## config.mk

```make
export PLATFORM = sky130hd
export DESIGN_NAME = op_sequencer
export DESIGN_NICKNAME = d
export VERILOG_FILES = /design/src/rtl/seq_pkg.sv /design/src/rtl/op_cmd_fifo.sv /design/src/rtl/op_sequencer.sv
export SDC_FILE = /design/constraint.sdc
export NUM_CORES = 1
export LEC_CHECK = 0
export ABC_AREA = 1
export BUFFER_PORTS_ARGS = -buffer_cell sky130_fd_sc_hd__buf_4
export CELL_PAD_IN_SITES_DETAIL_PLACEMENT = 0
export CELL_PAD_IN_SITES_GLOBAL_PLACEMENT = 1
export CORE_MARGIN = 2
export CORE_UTILIZATION = 30
export CTS_CLUSTER_SIZE = 28
export DETAILED_ROUTE_END_ITERATION = 8
export PLACE_DENSITY = 0.6
export REMOVE_ABC_BUFFERS = 1
export SYNTH_ARGS = -nofsm -noshare
export SYNTH_HDL_FRONTEND = slang
export SYNTH_HIERARCHICAL = 1
export SYNTH_SLANG_ARGS = --single-unit
```

## constraint.sdc

```tcl
create_clock -name i_clk -period 3.4 [get_ports i_clk]
set_input_delay 0.51 -clock i_clk [delete_from_list [all_inputs] [get_ports i_clk]]
set_output_delay 0.51 -clock i_clk [all_outputs]
set_load 0.1 [all_outputs]
```

## src/rtl/seq_pkg.sv

```systemverilog
// Shared types and constants for the op sequencer that feeds the core.
package seq_pkg;

    localparam logic [3:0] OP_LOAD         = 4'd0;
    localparam int         IFMAP_BYTES_DEF = 2048;

    typedef enum logic [1:0] {
        IDLE,
        ISSUE,
        LOAD,
        DONE
    } state_t;

endpackage

```

## src/rtl/op_cmd_fifo.sv

```systemverilog
// Synchronous op-code queue. A push on a full queue succeeds only alongside a pop.
module op_cmd_fifo #(
    parameter int CMD_DEPTH = 16,
    parameter int WIDTH     = 4
) (
    input  logic             clk,
    input  logic             rst,
    input  logic             wr_en,
    input  logic [WIDTH-1:0] wr_data,
    input  logic             rd_en,
    output logic [WIDTH-1:0] rd_data,
    output logic             full,
    output logic             empty
);

    localparam int PTR_W = $clog2(CMD_DEPTH);

    logic [WIDTH-1:0] mem [CMD_DEPTH];
    logic [PTR_W-1:0] wr_ptr;
    logic [PTR_W-1:0] rd_ptr;
    logic [PTR_W:0]   count;
    logic             do_wr;
    logic             do_rd;

    assign full    = (count == (PTR_W+1)'(CMD_DEPTH));
    assign empty   = (count == '0);
    assign do_rd   = rd_en && !empty;
    assign do_wr   = wr_en && (!full || do_rd);
    assign rd_data = mem[rd_ptr];

    always_ff @(posedge clk) begin
        if (rst) begin
            wr_ptr <= '0;
            rd_ptr <= '0;
            count  <= '0;
        end else begin
            if (do_wr) wr_ptr <= wr_ptr + 1'b1;
            if (do_rd) rd_ptr <= rd_ptr + 1'b1;
            case ({do_wr, do_rd})
                2'b10:   count <= count + 1'b1;
                2'b01:   count <= count - 1'b1;
                default: count <= count;
            endcase
        end
    end

    always_ff @(posedge clk) begin
        if (do_wr) mem[wr_ptr] <= wr_data;
    end

endmodule

```

## src/rtl/op_sequencer.sv

```systemverilog
// Issues queued op codes to the core on its ready pulse and streams the
// ifmap from byte memory through a 2-entry skid buffer for load ops.
module op_sequencer
    import seq_pkg::*;
#(
    parameter int CMD_DEPTH   = 16,
    parameter int IFMAP_BYTES = IFMAP_BYTES_DEF,
    parameter int ADDR_W      = 11
) (
    input  logic              i_clk,
    input  logic              i_rst,
    input  logic              i_cmd_valid,
    input  logic [3:0]        i_cmd_mode,
    output logic              o_cmd_ready,
    output logic              o_mem_req,
    output logic [ADDR_W-1:0] o_mem_addr,
    input  logic [7:0]        i_mem_data,
    input  logic              i_op_ready,
    output logic              o_op_valid,
    output logic [3:0]        o_op_mode,
    input  logic              i_in_ready,
    output logic              o_in_valid,
    output logic [7:0]        o_in_data,
    output logic              o_busy,
    output logic              o_load_done
);

    localparam int              CNT_W     = ADDR_W + 1;
    localparam logic [CNT_W-1:0] N_BYTES   = CNT_W'(IFMAP_BYTES);
    localparam logic [CNT_W-1:0] LAST_BYTE = CNT_W'(IFMAP_BYTES - 1);

    state_t           state, state_d;
    logic             ready_pend, pend_d;
    logic [3:0]       mode_q;
    logic             fifo_pop, fifo_full, fifo_empty;
    logic [3:0]       fifo_head;

    logic [1:0]       occ_p0;
    logic             rd_vld_p1;
    logic [7:0]       skid0_p1, skid1_p1;
    logic [CNT_W-1:0] addr_q;
    logic [CNT_W-1:0] byte_cnt;
    logic [2:0]       fill;
    logic             accept;

    op_cmd_fifo #(
        .CMD_DEPTH (CMD_DEPTH),
        .WIDTH     (4)
    ) u_cmd_fifo (
        .clk     (i_clk),
        .rst     (i_rst),
        .wr_en   (i_cmd_valid),
        .wr_data (i_cmd_mode),
        .rd_en   (fifo_pop),
        .rd_data (fifo_head),
        .full    (fifo_full),
        .empty   (fifo_empty)
    );

    // Beats toward the core are suppressed in any cycle the core pulses ready.
    assign o_in_valid  = (state == LOAD) && (occ_p0 != 2'd0) && !i_op_ready;
    assign o_in_data   = o_in_valid ? skid0_p1 : 8'd0;
    assign accept      = o_in_valid && i_in_ready;
    assign fill        = {1'b0, occ_p0} + {2'b0, rd_vld_p1} - {2'b0, accept};
    assign o_mem_req   = (state == LOAD) && (addr_q < N_BYTES) && (fill < 3'd2);
    assign o_mem_addr  = addr_q[ADDR_W-1:0];
    assign o_cmd_ready = !fifo_full;
    assign o_busy      = (state != IDLE) || !fifo_empty;
    assign o_load_done = (state == DONE);

    always_comb begin
        state_d    = state;
        pend_d     = ready_pend;
        fifo_pop   = 1'b0;
        o_op_valid = 1'b0;
        o_op_mode  = 4'd0;
        case (state)
            IDLE: begin
                if ((ready_pend || i_op_ready) && !fifo_empty) begin
                    fifo_pop = 1'b1;
                    pend_d   = 1'b0;
                    state_d  = ISSUE;
                end else if (i_op_ready) begin
                    pend_d = 1'b1;
                end
            end
            ISSUE: begin
                if (i_op_ready) begin
                    pend_d = 1'b1;
                end else begin
                    o_op_valid = 1'b1;
                    o_op_mode  = mode_q;
                    state_d    = (mode_q == OP_LOAD) ? LOAD : IDLE;
                end
            end
            LOAD: begin
                if (i_op_ready) pend_d = 1'b1;
                if (accept && (byte_cnt == LAST_BYTE)) state_d = DONE;
            end
            DONE: begin
                if (i_op_ready) pend_d = 1'b1;
                state_d = IDLE;
            end
            default: state_d = IDLE;
        endcase
    end

    always_ff @(posedge i_clk) begin
        if (i_rst) begin
            state      <= IDLE;
            ready_pend <= 1'b0;
            occ_p0     <= 2'd0;
            rd_vld_p1  <= 1'b0;
            addr_q     <= '0;
            byte_cnt   <= '0;
        end else begin
            state      <= state_d;
            ready_pend <= pend_d;
            rd_vld_p1  <= o_mem_req;
            occ_p0     <= occ_p0 + {1'b0, rd_vld_p1} - {1'b0, accept};
            if (state == DONE) begin
                addr_q   <= '0;
                byte_cnt <= '0;
            end else begin
                if (o_mem_req) addr_q   <= addr_q + 1'b1;
                if (accept)    byte_cnt <= byte_cnt + 1'b1;
            end
        end
    end

    always_ff @(posedge i_clk) begin
        if (fifo_pop) mode_q <= fifo_head;
    end

    // Memory read data lands here one cycle after the request
    always_ff @(posedge i_clk) begin
        if (accept) begin
            if (occ_p0 == 2'd2) begin
                skid0_p1 <= skid1_p1;
                if (rd_vld_p1) skid1_p1 <= i_mem_data;
            end else if (rd_vld_p1) begin
                skid0_p1 <= i_mem_data;
            end
        end else if (rd_vld_p1) begin
            if (occ_p0 == 2'd0) skid0_p1 <= i_mem_data;
            else                skid1_p1 <= i_mem_data;
        end
    end

endmodule

```

==> flow_summary.ini <==
[status]
status = finished clean

[sta]
final-setup-viol-count = 0
skew_ps = 9.55
period_needed_ps = 3170
slew_headroom_pct = 22.7
hold_viol_final = 0
fmax_mhz = 315
tightest_slew_ps = 1160
whs_ps = 281
period_share_pct = 93.3
rsz0062_at_grt = false
slew_viol_final = 0
finalSetupTns_ps = 0

[yosys]
async_flop_share_pct = 0
yosysUniqueCellTypes = 34
synthesis.area_um2 = 6190
synth_edf_count = 84
yosys_warnings = 6
synth_top_area_share_pct = 40.7
avgSynthCellArea_um2 = 9.00
synth_seq_cells = 131
yosys_most_used_dff = edfxtp_1
netlist.top_cell.by_area = edfxtp_1
netlist_instances = 688
synthTopCellsByArea = edfxtp_1 41%, dfxtp_1 15%, nand2_1 8.4%
ys_seq_area_share_pct = 55.9

[worst_setup_path]
r2r-start = occ_p0[1]
crit_end = o_mem_req
setup.worst_path.start_class = register
critical_path_class = register to output pin
crit_start = occ_p0[1]
cp.arrival_ps = 2660
ff2ff_path_depth = 16
crit_path_max_fanout = 3
cp-end-kind = output pin
r2r_end = addr_q[11]
required_ps = 2890
ff2ff_setup_slack_ps = 670

[detailed_routing]
vias = 4501
first_pass_iters = 5
viasPerCell = 4.45
drt_wl_total_um = 13600
drc = 0
drt_iter0_markers = 210
antenna_left = 0
wl_per_cell_um = 13.5

[die]
die-area_um2 = 21800
die_w_um = 148
die_h_um = 148
coreArea_um2 = 20200
initial_utilization_pct = 30.6
fp-row-count = 52
io_pins = 46

[clock_network]
path_clk_slew_ps = 60
numCtsBuffers = 17
hold_buffers = 0
worstSkewPairLatency_ps = 420
cts_tree = built
cts_root_buf = clkbuf_16
cts.sinks = 131
htree_levels = 4
cts_buffer_depth = 2

[run]
maxCapViolCount = 0

[pwr]
vdd_drop_max_v = 0.000376
finalPower_mw = 4.56
power_density_nw_per_um2 = 624
leakagePower_nw = 2.86

[grt]
grt_pass1_wl_um = 22500
grt_max_degree = 65
first_global_vias = 4542
antenna_found_initial = 0
grtUsageTotal_pct = 13.2
gr-total-overflow = 0

[layout]
fillCellCount = 2060
fin_util_pct = 36.1
layout-drive-gt1-share_pct = 14.6
synthToLayoutAreaGrowth_pct = 18.0
nNetsFinal = 759
antennaDiodeCount = 0

[placed_design]
portBuffers = 45
detailed_place_hpwl_um = 9560
gp_congestion = 0.778

[hold_path]
hold_class = input pin to register
## registers in the layout, summed over array words and instances, names as in the netlist, 2 cells and up, named ones only
name / cells
u_cmd_fifo/rd_ptr: 4
occ_p0: 2
u_cmd_fifo/count: 5
addr_q: 12
u_cmd_fifo/wr_ptr: 4
u_cmd_fifo/mem: 64
byte_cnt: 12
mode_q: 4
skid0_p1: 8
skid1_p1: 8
## layer usage
layer,vias to the layer above,GRT usage (%),part of all wire (%)
met5,-,0,0
met3,13,3.89,4.1
met1,2091,16.7,46
met2,74,22.0,49
li1,2323,-,-
met4,0,4.04,1.2
## Yosys cell counts (2+ instances only)
master and count:
buf_6 3, inv_2 3, buf_4 12, xor2_1 8, clkbuf_1 10, nand4_1 7, dfxtp_1 47, nand3_1 43
nand2_2 3, nand3_2 2, o21ai_0 40, nand2_1 138, buf_2 6, nor2_1 79, ha_1 12, o211ai_1 16
nor3_1 4, xnor2_1 3, nand2_4 2, inv_1 102, a21oi_1 46, edfxtp_1 84, nor2_4 6, fa_1 2
## layout by cell type (no fill, tap or decap), types with 4 or more instances in the layout
cell       count
a21oi_1       46
nor2_4         6
nand2_1      138
nand4_1        7
clkbuf_16     17
o21ai_0       40
clkinv_4       4
buf_4         51
ha_1          12
dfxtp_1       45
nor3_1         4
xor2_1         8
nand3_1       43
inv_6          5
edfxtp_1      84
inv_1        102
o211ai_1      16
nor2_1        79
inv_8          4
## worst min-delay path by stage
stage,endpoint,depth (start not counted),slack (ps),start
after floorplan,register,2,440,u_cmd_fifo/rd_ptr[3]
after global placement,u_cmd_fifo/rd_ptr[3],2,450,u_cmd_fifo/rd_ptr[3]
after detailed placement,u_cmd_fifo/rd_ptr[3],2,460,u_cmd_fifo/rd_ptr[3]
after CTS,skid1_p1[4],1,260,i_mem_data[4]
after global routing,skid1_p1[3],1,260,i_mem_data[3]
final,skid1_p1[7],1,280,i_mem_data[7]
## cell type report
type | count | area [um^2] | area share [%]
Inverter | 107 | 405 | 5.55
Clock buffer | 17 | 425 | 5.82
Multi-Input combinational cell | 419 | 2130 | 29.2
Sequential cell | 131 | 3470 | 47.4
Timing Repair Buffer | 52 | 403 | 5.51
Clock inverter | 15 | 136 | 1.87
Tap cell | 270 | 338 | 4.62
## metrics by stage
stage | std cells | instance area, um^2 | setup slack, ps
global placement | 977 | 6720 | 276
global route | 1011 | 7310 | 59.1
CTS | 1009 | 7280 | 10.3
floorplan | 657 | 6000 | -238
finish | 1011 | 7310 | 228
detailed placement | 977 | 6720 | 249
## power by group
part           leakage [nW]  internal (mW)  switching (mW)
registers              1.14           1.80           0.138
logic                  1.44          0.269           0.618
clock network         0.277          0.965           0.767
total                  2.86           3.04            1.52
## kinds of logic after synthesis
group | synth area share, %
fa+ha+maj | 3.07
buf+inv | 9.63
simple gates | 20.1
xor+xnor | 1.56
flops | 55.9
compound gates | 9.72
## critical path: stages (launching register included)
cell	delay [ps]
dfxtp_1	360
inv_1	90
nand2_1	130
nand3_4	100
clkinv_2	70
nand2_4	40
ha_1	280
ha_1	190
fa_1	430
inv_1	80
nand3_1	120
nor2_4	150
buf_12	190
## what timing repair did
item,CTS,global route
pin swaps,0,0
resized for setup,1,3
endpoints found under the hold margin,0,0
setup endpoints to repair,1,1
buffers inserted,0,2
Note: power is estimated with default switching activity, not from simulation.
